### src/rtl/life_pkg.sv
// Shared constants and types for the Game-of-Life generation engine.
package life_pkg;

  localparam int COLS_LOG2_DEF = 3;
  localparam int ROWS_LOG2_DEF = 3;
  localparam int COLS          = 2 ** COLS_LOG2_DEF;
  localparam int ROWS          = 2 ** ROWS_LOG2_DEF;
  localparam int SIZE          = COLS * ROWS;
  localparam int IDX_W         = COLS_LOG2_DEF + ROWS_LOG2_DEF;

  typedef enum logic [1:0] {
    IDLE    = 2'd0,
    COMPUTE = 2'd1,
    SWAP    = 2'd2
  } state_t;

  // Conway B3/S23, plus HighLife birth rule B36
  localparam logic [8:0] B3_MASK  = 9'b000001000;
  localparam logic [8:0] S23_MASK = 9'b000001100;
  localparam logic [8:0] B36_MASK = 9'b001001000;

endpackage

### src/rtl/life_rule.sv
// Combinational cell rule: counts the valid live neighbours of a 3x3 window
// and applies the birth/survival masks to the centre cell.
module life_rule import life_pkg::*; #(
  parameter logic [8:0] BIRTH_MASK   = B3_MASK,
  parameter logic [8:0] SURVIVE_MASK = S23_MASK
) (
  input  logic [8:0] window,
  input  logic [8:0] valid,
  output logic [3:0] count,
  output logic       next_cell
);

  // window is row-major, bit 4 is the centre cell and is never counted
  always_comb begin
    count = 4'd0;
    for (int i = 0; i < 9; i++) begin
      if (i != 4) begin
        count = count + 4'(window[i] & valid[i]);
      end
    end
    next_cell = window[4] ? SURVIVE_MASK[count] : BIRTH_MASK[count];
  end

endmodule

### src/rtl/life_engine.sv
// Double-buffered Game-of-Life engine: computes one cell per clock from the
// front buffer into the back buffer, then swaps the buffers in one cycle.
module life_engine import life_pkg::*; #(
  parameter int         COLS_LOG2    = 3,
  parameter int         ROWS_LOG2    = 3,
  parameter bit         TORUS        = 1'b0,
  parameter int         GEN_FRAMES   = 60,
  parameter logic [8:0] BIRTH_MASK   = B3_MASK,
  parameter logic [8:0] SURVIVE_MASK = S23_MASK,
  parameter logic [2**(COLS_LOG2+ROWS_LOG2)-1:0] INIT_PATTERN = '0
) (
  input  logic                           clk,
  input  logic                           rst_n,
  input  logic                           frame_tick,
  input  logic                           run,
  input  logic                           step,
  input  logic                           clear,
  input  logic                           load_en,
  input  logic [COLS_LOG2+ROWS_LOG2-1:0] load_addr,
  input  logic                           load_data,
  input  logic [COLS_LOG2-1:0]           rd_col,
  input  logic [ROWS_LOG2-1:0]           rd_row,
  output logic                           rd_cell,
  output logic                           busy,
  output logic                           done,
  output logic [15:0]                    gen_count,
  output logic [COLS_LOG2+ROWS_LOG2:0]   population
);

  localparam int AW     = COLS_LOG2 + ROWS_LOG2;
  localparam int N_SIZE = 2 ** AW;
  localparam int FW     = (GEN_FRAMES > 1) ? $clog2(GEN_FRAMES) : 1;

  function automatic logic [AW:0] popcount(input logic [N_SIZE-1:0] v);
    logic [AW:0] c;
    c = '0;
    for (int i = 0; i < N_SIZE; i++) begin
      c = c + (AW+1)'(v[i]);
    end
    return c;
  endfunction

  localparam logic [AW:0] INIT_POP = popcount(INIT_PATTERN);

  state_t            state_reg, state_next;
  logic [N_SIZE-1:0] front_reg, back_reg;
  logic [AW-1:0]     idx_reg;
  logic [AW:0]       acc_reg, pop_reg;
  logic [15:0]       gen_reg;
  logic [FW-1:0]     frame_cnt_reg;
  logic              done_reg;

  logic              auto_start, clear_acc, load_acc, start_acc, last_cell;
  logic [COLS_LOG2-1:0] cur_col;
  logic [ROWS_LOG2-1:0] cur_row;
  logic [8:0]        window, valid;
  logic [3:0]        nbr_count;
  logic              next_cell;

  assign auto_start = run && frame_tick && (frame_cnt_reg == FW'(GEN_FRAMES - 1));
  assign clear_acc  = (state_reg == IDLE) && clear;
  assign load_acc   = (state_reg == IDLE) && !clear && load_en;
  assign start_acc  = (state_reg == IDLE) && !clear && !load_en && (step || auto_start);
  assign last_cell  = (idx_reg == AW'(N_SIZE - 1));

  assign cur_col = idx_reg[COLS_LOG2-1:0];
  assign cur_row = idx_reg[AW-1:COLS_LOG2];

  // Neighbour addresses wrap by truncation; dead-edge mode masks the wraps off
  for (genvar gi = 0; gi < 9; gi++) begin : g_nbr
    localparam int DR = gi / 3 - 1;
    localparam int DC = gi % 3 - 1;
    logic [COLS_LOG2-1:0] n_col;
    logic [ROWS_LOG2-1:0] n_row;
    assign n_col      = cur_col + COLS_LOG2'(DC);
    assign n_row      = cur_row + ROWS_LOG2'(DR);
    assign window[gi] = front_reg[{n_row, n_col}];
    if (TORUS) begin : g_wrap
      assign valid[gi] = 1'b1;
    end else begin : g_edge
      assign valid[gi] = !((DC < 0 && cur_col == '0) || (DC > 0 && cur_col == '1) ||
                           (DR < 0 && cur_row == '0) || (DR > 0 && cur_row == '1));
    end
  end

  life_rule #(
    .BIRTH_MASK  (BIRTH_MASK),
    .SURVIVE_MASK(SURVIVE_MASK)
  ) u_rule (
    .window   (window),
    .valid    (valid),
    .count    (nbr_count),
    .next_cell(next_cell)
  );

  always_ff @(posedge clk) begin
    if (!rst_n) state_reg <= IDLE;
    else        state_reg <= state_next;
  end

  always_comb begin
    state_next = state_reg;
    case (state_reg)
      IDLE:    if (start_acc) state_next = COMPUTE;
      COMPUTE: if (last_cell) state_next = SWAP;
      SWAP:    state_next = IDLE;
      default: state_next = IDLE;
    endcase
  end

  always_comb begin
    busy = (state_reg == COMPUTE) || (state_reg == SWAP);
  end

  always_ff @(posedge clk) begin
    if (!rst_n) begin
      front_reg     <= INIT_PATTERN;
      back_reg      <= '0;
      idx_reg       <= '0;
      acc_reg       <= '0;
      pop_reg       <= INIT_POP;
      gen_reg       <= '0;
      frame_cnt_reg <= '0;
      done_reg      <= 1'b0;
    end else begin
      done_reg <= (state_reg == SWAP);
      if (run && frame_tick) begin
        frame_cnt_reg <= (frame_cnt_reg == FW'(GEN_FRAMES - 1)) ? '0 : frame_cnt_reg + 1'b1;
      end
      case (state_reg)
        IDLE: begin
          if (clear_acc) begin
            front_reg     <= INIT_PATTERN;
            gen_reg       <= '0;
            pop_reg       <= INIT_POP;
            frame_cnt_reg <= '0;
          end else if (load_acc) begin
            front_reg[load_addr] <= load_data;
            if (load_data != front_reg[load_addr]) begin
              pop_reg <= load_data ? pop_reg + (AW+1)'(1) : pop_reg - (AW+1)'(1);
            end
          end else if (start_acc) begin
            idx_reg <= '0;
            acc_reg <= '0;
          end
        end
        COMPUTE: begin
          back_reg[idx_reg] <= next_cell;
          acc_reg           <= acc_reg + (AW+1)'(next_cell);
          idx_reg           <= idx_reg + 1'b1;
        end
        SWAP: begin
          front_reg <= back_reg;
          pop_reg   <= acc_reg;
          gen_reg   <= gen_reg + 16'd1;
        end
        default: ;
      endcase
    end
  end

  assign rd_cell    = front_reg[{rd_row, rd_col}];
  assign done       = done_reg;
  assign gen_count  = gen_reg;
  assign population = pop_reg;

endmodule

### config.mk
export PLATFORM = sky130hd
export DESIGN_NAME = life_engine
export DESIGN_NICKNAME = d
export VERILOG_FILES = /design/src/rtl/life_pkg.sv /design/src/rtl/life_rule.sv /design/src/rtl/life_engine.sv
export SDC_FILE = /design/constraint.sdc
export NUM_CORES = 1
export LEC_CHECK = 0
export CAP_MARGIN = 0
export CORE_MARGIN = 1
export CORE_UTILIZATION = 45
export DETAILED_ROUTE_END_ITERATION = 16
export SLEW_MARGIN = 20
export SYNTH_ARGS = -nofsm -noshare
export SYNTH_HDL_FRONTEND = slang
export SYNTH_SLANG_ARGS = --single-unit
export TNS_END_PERCENT = 30
### constraint.sdc
create_clock -name clk -period 20.1 [get_ports clk]
set_clock_uncertainty 0.2 [all_clocks]
set_input_delay 2.01 -clock clk [delete_from_list [all_inputs] [get_ports clk]]
set_output_delay 2.01 -clock clk [all_outputs]
set_load 0.005 [all_outputs]
==> results of run 1 <==
cells by family after synthesis:
group                    synth area share
AND/OR/NAND/NOR                     0.175
AO/OA/AOI/OAI                       0.231
flip-flops                          0.305
multiplexers                        0.182
buffers and inverters              0.0490
XOR/XNOR                           0.0238
adder cells (fa/ha/maj)            0.0342
cell usage after synthesis, types with 5 or more instances:
cell type	number
nand3_1	42
nand2b_1	8
buf_1	5
a311oi_1	40
xor2_1	17
mux4_2	55
and2_1	5
o211a_1	5
dfxtp_1	173
nor3_1	7
ha_1	23
a21oi_1	151
o22ai_1	10
o21ai_0	72
mux4_1	5
clkbuf_1	79
nor2b_1	7
o211ai_1	13
a22oi_1	14
mux2i_1	66
buf_2	13
fa_1	5
and3_1	7
nand4_1	8
nand2_1	82
a211oi_1	72
or2_2	6
a211oi_2	7
inv_1	20
xnor2_1	12
or3_1	14
nor2_1	253
cell usage in the layout, fill, tap and decap left out, types with 9 or more instances in the layout:
cell,n
nand2_1,82
a22oi_1,14
nand3_1,42
a311oi_1,40
clkbuf_16,17
inv_1,19
xor2_1,17
mux4_2,55
o21ai_0,71
or3_1,14
nor2_1,251
a21oi_1,151
mux2i_1,66
o211ai_1,13
xnor2_1,12
o22ai_1,9
clkdlybuf4s50_1,43
ha_1,22
buf_4,12
dfxtp_1,172
a211oi_1,72
through the flow:
stage	setup WS, ns	cells	hold WS, ns	util
2_1_floorplan	12.75	1353	0.235	-
3_3_place_gp	11.62	1628	0.255	0.483
3_5_place_dp	11.53	1628	0.267	0.483
4_1_cts	11.48	1659	0.278	0.508
5_1_grt	10.93	1659	0.315	0.508
6_report	11.48	1659	0.282	0.508
layout make-up:
cell class	count	area, um2	share of cell area
sequential	173	3460	0.278
clock buffer	18	429	0.0344
multi-input combinational	1052	7370	0.591
timing repair buffer	57	531	0.0426
clock inverter	13	176	0.0142
inverter	22	85.1	0.00683
tap	324	405	0.0325
worst max-delay path: stages (launching register included):
cell and delay, ns:
dfxtp_2 0.31, buf_4 0.59, inv_2 0.25, ha_1 0.30, xnor2_2 0.60, mux4_2 0.58
mux2_2 0.30, o211ai_1 0.18, o21ai_0 0.13, o211ai_1 0.25, fa_1 0.46, fa_1 0.52
fa_1 0.55, inv_1 0.05, ha_1 0.22, fa_1 0.38, o21ai_0 0.38, nand2_1 0.10
a2111oi_0 0.38, o2111a_1 0.30, a31oi_4 0.04, buf_4 0.30, inv_1 0.13, ha_1 0.16
ha_1 0.16, nand4_1 0.15, or3_1 0.38, a21oi_1 0.14
where the power goes:
| part | switching [mW] | total (mW) | internal [mW] |
|---|---|---|---|
| combinational | 0.263 | 0.460 | 0.197 |
| clock | 0.164 | 0.353 | 0.189 |
| sequential | 0.0829 | 0.472 | 0.389 |
| total | 0.510 | 1.29 | 0.775 |
path summary, 6_finish.rpt:
path	from	end	depth (start not counted)
hold reg to reg	back_reg[62]$_SDFFE_PN0P_	back_reg[62]$_SDFFE_PN0P_	2
setup / recovery	idx_reg[0]$_SDFFE_PN0P_	acc_reg[6]$_SDFFE_PN0P_	27
setup reg to reg	idx_reg[0]$_SDFFE_PN0P_	acc_reg[6]$_SDFFE_PN0P_	27
hold / removal	back_reg[62]$_SDFFE_PN0P_	back_reg[62]$_SDFFE_PN0P_	2
per-layer routing:
layer | wire length [um] | track usage
met5 | 0 | 0
met4 | 957 | 0.0892
met3 | 3340 | 0.0498
met2 | 16600 | 0.449
met1 | 16900 | 0.432
==> reports/metrics.cfg, run 1 <==
[clocking]
clock_latency_ns=0.44
postCtsSetupRepairBufs=0
numCtsBuffers=17
clk_pin_slew_ns=0.08
cts_tree=yes
post_cts_resized=0
clk_path_buf_depth=2
root_buffer=clkbuf_16
postCtsHoldBufs=0
cts.sinks=173
htreeDepth=4

[synthesis]
ys.warnings.count=0
synth_flop_cell=dfxtp_1
synth_top_cell_area_share=0.305
async_reset_ff_frac=0
syn_area_um2=11300
yosysTopAreaCell=dfxtp_1
synth-seq-area-share=0.305
syn-num-nets=1401
synth-seq-cells=173
netlist_top_cells_area=dfxtp_1 31%, mux4_2 11%, nor2_1 8.4%
netlist_instances=1353
synth_area_per_cell_um2=8.39
synth_edf_count=0
ys_types=68

[run_status]
status=finished, final reports clean

[routing]
drt_iter0_markers=1207
drt-total-wl_um=37800
vias=10597
antenna_left=0
vias_per_cell=6.39
first_pass_iters=5
drt-wirelength-per-cell_um=22.8
drc=0

[floorplanning]
dieArea_um2=25900
fp.dieW_um=161
die_height_um=161
initial_utilization=0.463
rows=57
core_um2=24500
pin_count=46

[worst_setup_path]
critPathArrivalTime_ns=8.79
end_kind=flip-flop
worstSetupStartpointType=flip-flop
r2r_setup_slack_ns=11.48
worstPathRequired_ns=20.28
crit_fanout=54
path_class=reg2reg

[final_layout]
n_antenna_cell=0
nFillCells=2405
fin_nets=1371
design_area_um2=12500
drive_gt1_frac=0.0996
syn_to_final_growth_pct=9.80

[timing]
tightest_slew_ns=1.04
drv_slew=0
tns_ns=0
finalHoldViolCount=0
rsz0062_at_grt=false
fin_crit_ns=8.62
fmax_mhz=116
post-route-period-util=0.429
setup_viol=0
max-slew-margin-rel=0.305

[placement]
gp_congestion=0.978
place_area_um2=11900
io_buffer_count=45
hpwl_um=26200

[pwr]
fin_total_pwr_mw=1.29
p_per_area_nw_per_um2=103
p_leak_nw=4.01
vdd_ir_drop_max_uv=58.0

[flow_run]
maxCapViolCount=0

[global_routing]
grt_pass1_wl_um=58800
antenna_found_initial=0
first_global_vias=9751
overflow=0
grt_start_max_net_pins=89
track_usage=0.297

[hold_path]
hp-class=reg2reg

No activity file was read; power rests on OpenSTA's default activity.
==> run 2: changes to the inputs <==
clock period = 9 ns   (was 20.1 ns; I/O delays follow)
==> reports/metrics.cfg, run 2 (same netlist as run 1, synthesis figures left out) <==
[final_layout]
nFillCells=2349
regArea_um2=3460
final_common_cell=nor2_1
n_antenna_cell=0
drive_gt1_frac=0.102
stdcell_count=1663
syn_to_final_growth_pct=10.2
multi_input_area_um2=7370
final_cell_mix=251 x nor2_1, 172 x dfxtp_1, 151 x a21oi_1, 82 x nand2_1
final_core_util=0.510
fin_nets=1374

[routing]
drt-wirelength-per-cell_um=22.6
vias=10619
wl_met3_um=3620
highest_layer=met4
drt-total-wl_um=37600
drt_iter0_markers=1224
antenna_left=0
dr_wl_met2_um=15800
drc=0
met1_length_um=16800
first_pass_iters=5
vias_per_cell=6.39

[floorplanning]
dieArea_um2=25900
initial_utilization=0.463
core_um2=24500
rows=57
die_height_um=161
pin_count=46
fp.dieW_um=161

[worst_setup_path]
path_class=reg2reg
r2r-end=acc_reg[6]$_SDFFE_PN0P_
crit_fanout=50
worstPathRequired_ns=9.18
ff2ff_path_depth=26
crit_start=idx_reg[1]$_SDFFE_PN0P_
worstSetupStartpointType=flip-flop
crit_end=acc_reg[6]$_SDFFE_PN0P_
critPathArrivalTime_ns=8.39
r2r-start=idx_reg[1]$_SDFFE_PN0P_
r2r_setup_slack_ns=0.79
end_kind=flip-flop

[timing]
max-slew-margin-rel=0.326
rsz0062_at_grt=false
drv_slew=0
fmax_mhz=122
tns_ns=0
finalHoldViolCount=0
hold_ws_ns=0.273
tightest_slew_ns=1.01
fin_crit_ns=8.21
setup_ws_ns=0.786
setup_viol=0
post-route-period-util=0.913

[clocking]
numCtsBuffers=17
root_buffer=clkbuf_16
clock_latency_ns=0.45
cts_tree=yes
htreeDepth=4
cts.sinks=173
clk_pin_slew_ns=0.07
post_cts_resized=0
postCtsSetupRepairBufs=0
clk_path_buf_depth=2
postCtsHoldBufs=0

[pwr]
comb_power_share=0.357
clkPwrFrac=0.273
vdd_ir_drop_max_uv=132
switching_share=0.401
internal_power_mw=1.72
p_leak_nw=4.04
p_per_area_nw_per_um2=229
seqPwrFrac=0.370
p_switching_mw=1.15

[global_routing]
first_global_vias=9609
antenna_found_initial=0
overflow=0
grt_pass1_wl_um=58300
track_usage=0.294
grt_start_max_net_pins=100

[placement]
gp_congestion=0.950
preCtsSetupSlack_ns=0.731
hpwl_um=26000
io_buffer_count=45
placedCellCount=1630

[hold_path]
hp-class=reg2reg

[run_status]
status=finished, final reports clean

[flow_run]
maxCapViolCount=0

==> run 2: per-stage QoR <==
stage	cell area [um2]	power (mW)
2_1_floorplan	11300	1.75
3_3_place_gp	11900	2.05
3_5_place_dp	11900	2.07
4_1_cts	12500	2.85
5_1_grt	12500	3.00
6_report	12500	2.87
==> run 2: critical path, stage by stage (launching register included) <==
cell and delay, ns:
dfxtp_1 0.69, inv_2 0.17, ha_1 0.25, xnor2_2 0.58, mux4_2 0.58, mux2_2 0.31
o211ai_1 0.16, o21ai_0 0.11, o211ai_1 0.25, fa_1 0.45, fa_1 0.52, fa_1 0.54
inv_1 0.04, ha_1 0.21, fa_1 0.38, o21ai_0 0.37, nand2_1 0.11, a2111oi_0 0.42
o2111a_1 0.30, a31oi_4 0.04, buf_4 0.30, inv_1 0.13, ha_1 0.16, ha_1 0.16
nand4_1 0.14, or3_1 0.40, a21oi_1 0.14
==> run 2: cell type report <==
cell class	count	share of cell area
clock inverter	13	0.0135
inverter	22	0.00680
timing repair buffer	60	0.0458
sequential	173	0.277
tap	324	0.0324
multi-input combinational	1052	0.589
clock buffer	19	0.0354
==> run 2: how the worst min path moves through the flow <==
stage | startpoint | end | cells past startpoint
detailed placement | back_reg[23]$_SDFFE_PN0P_ | back_reg[23]$_SDFFE_PN0P_ | 2
floorplan | back_reg[23]$_SDFFE_PN0P_ | back_reg[23]$_SDFFE_PN0P_ | 2
finish | back_reg[23]$_SDFFE_PN0P_ | back_reg[23]$_SDFFE_PN0P_ | 2
CTS | back_reg[23]$_SDFFE_PN0P_ | back_reg[23]$_SDFFE_PN0P_ | 2
global placement | back_reg[62]$_SDFFE_PN0P_ | back_reg[62]$_SDFFE_PN0P_ | 2
global route | back_reg[30]$_SDFFE_PN0P_ | back_reg[30]$_SDFFE_PN0P_ | 2
==> run 2: layer usage <==
metal	up-vias	track usage
li1	4950	-
met1	5034	0.423
met2	563	0.420
met3	72	0.0687
met4	0	0.124
met5	-	0
==> run 2: power groups by stage <==
stage                     Clock (mW)  Combinational, mW  Sequential, mW
after floorplan                    0              0.774           0.972
after global placement             0              0.991            1.06
after detailed placement           0               1.01            1.06
after CTS                      0.792               1.01            1.05
after global routing           0.817               1.12            1.07
final                          0.783               1.03            1.06
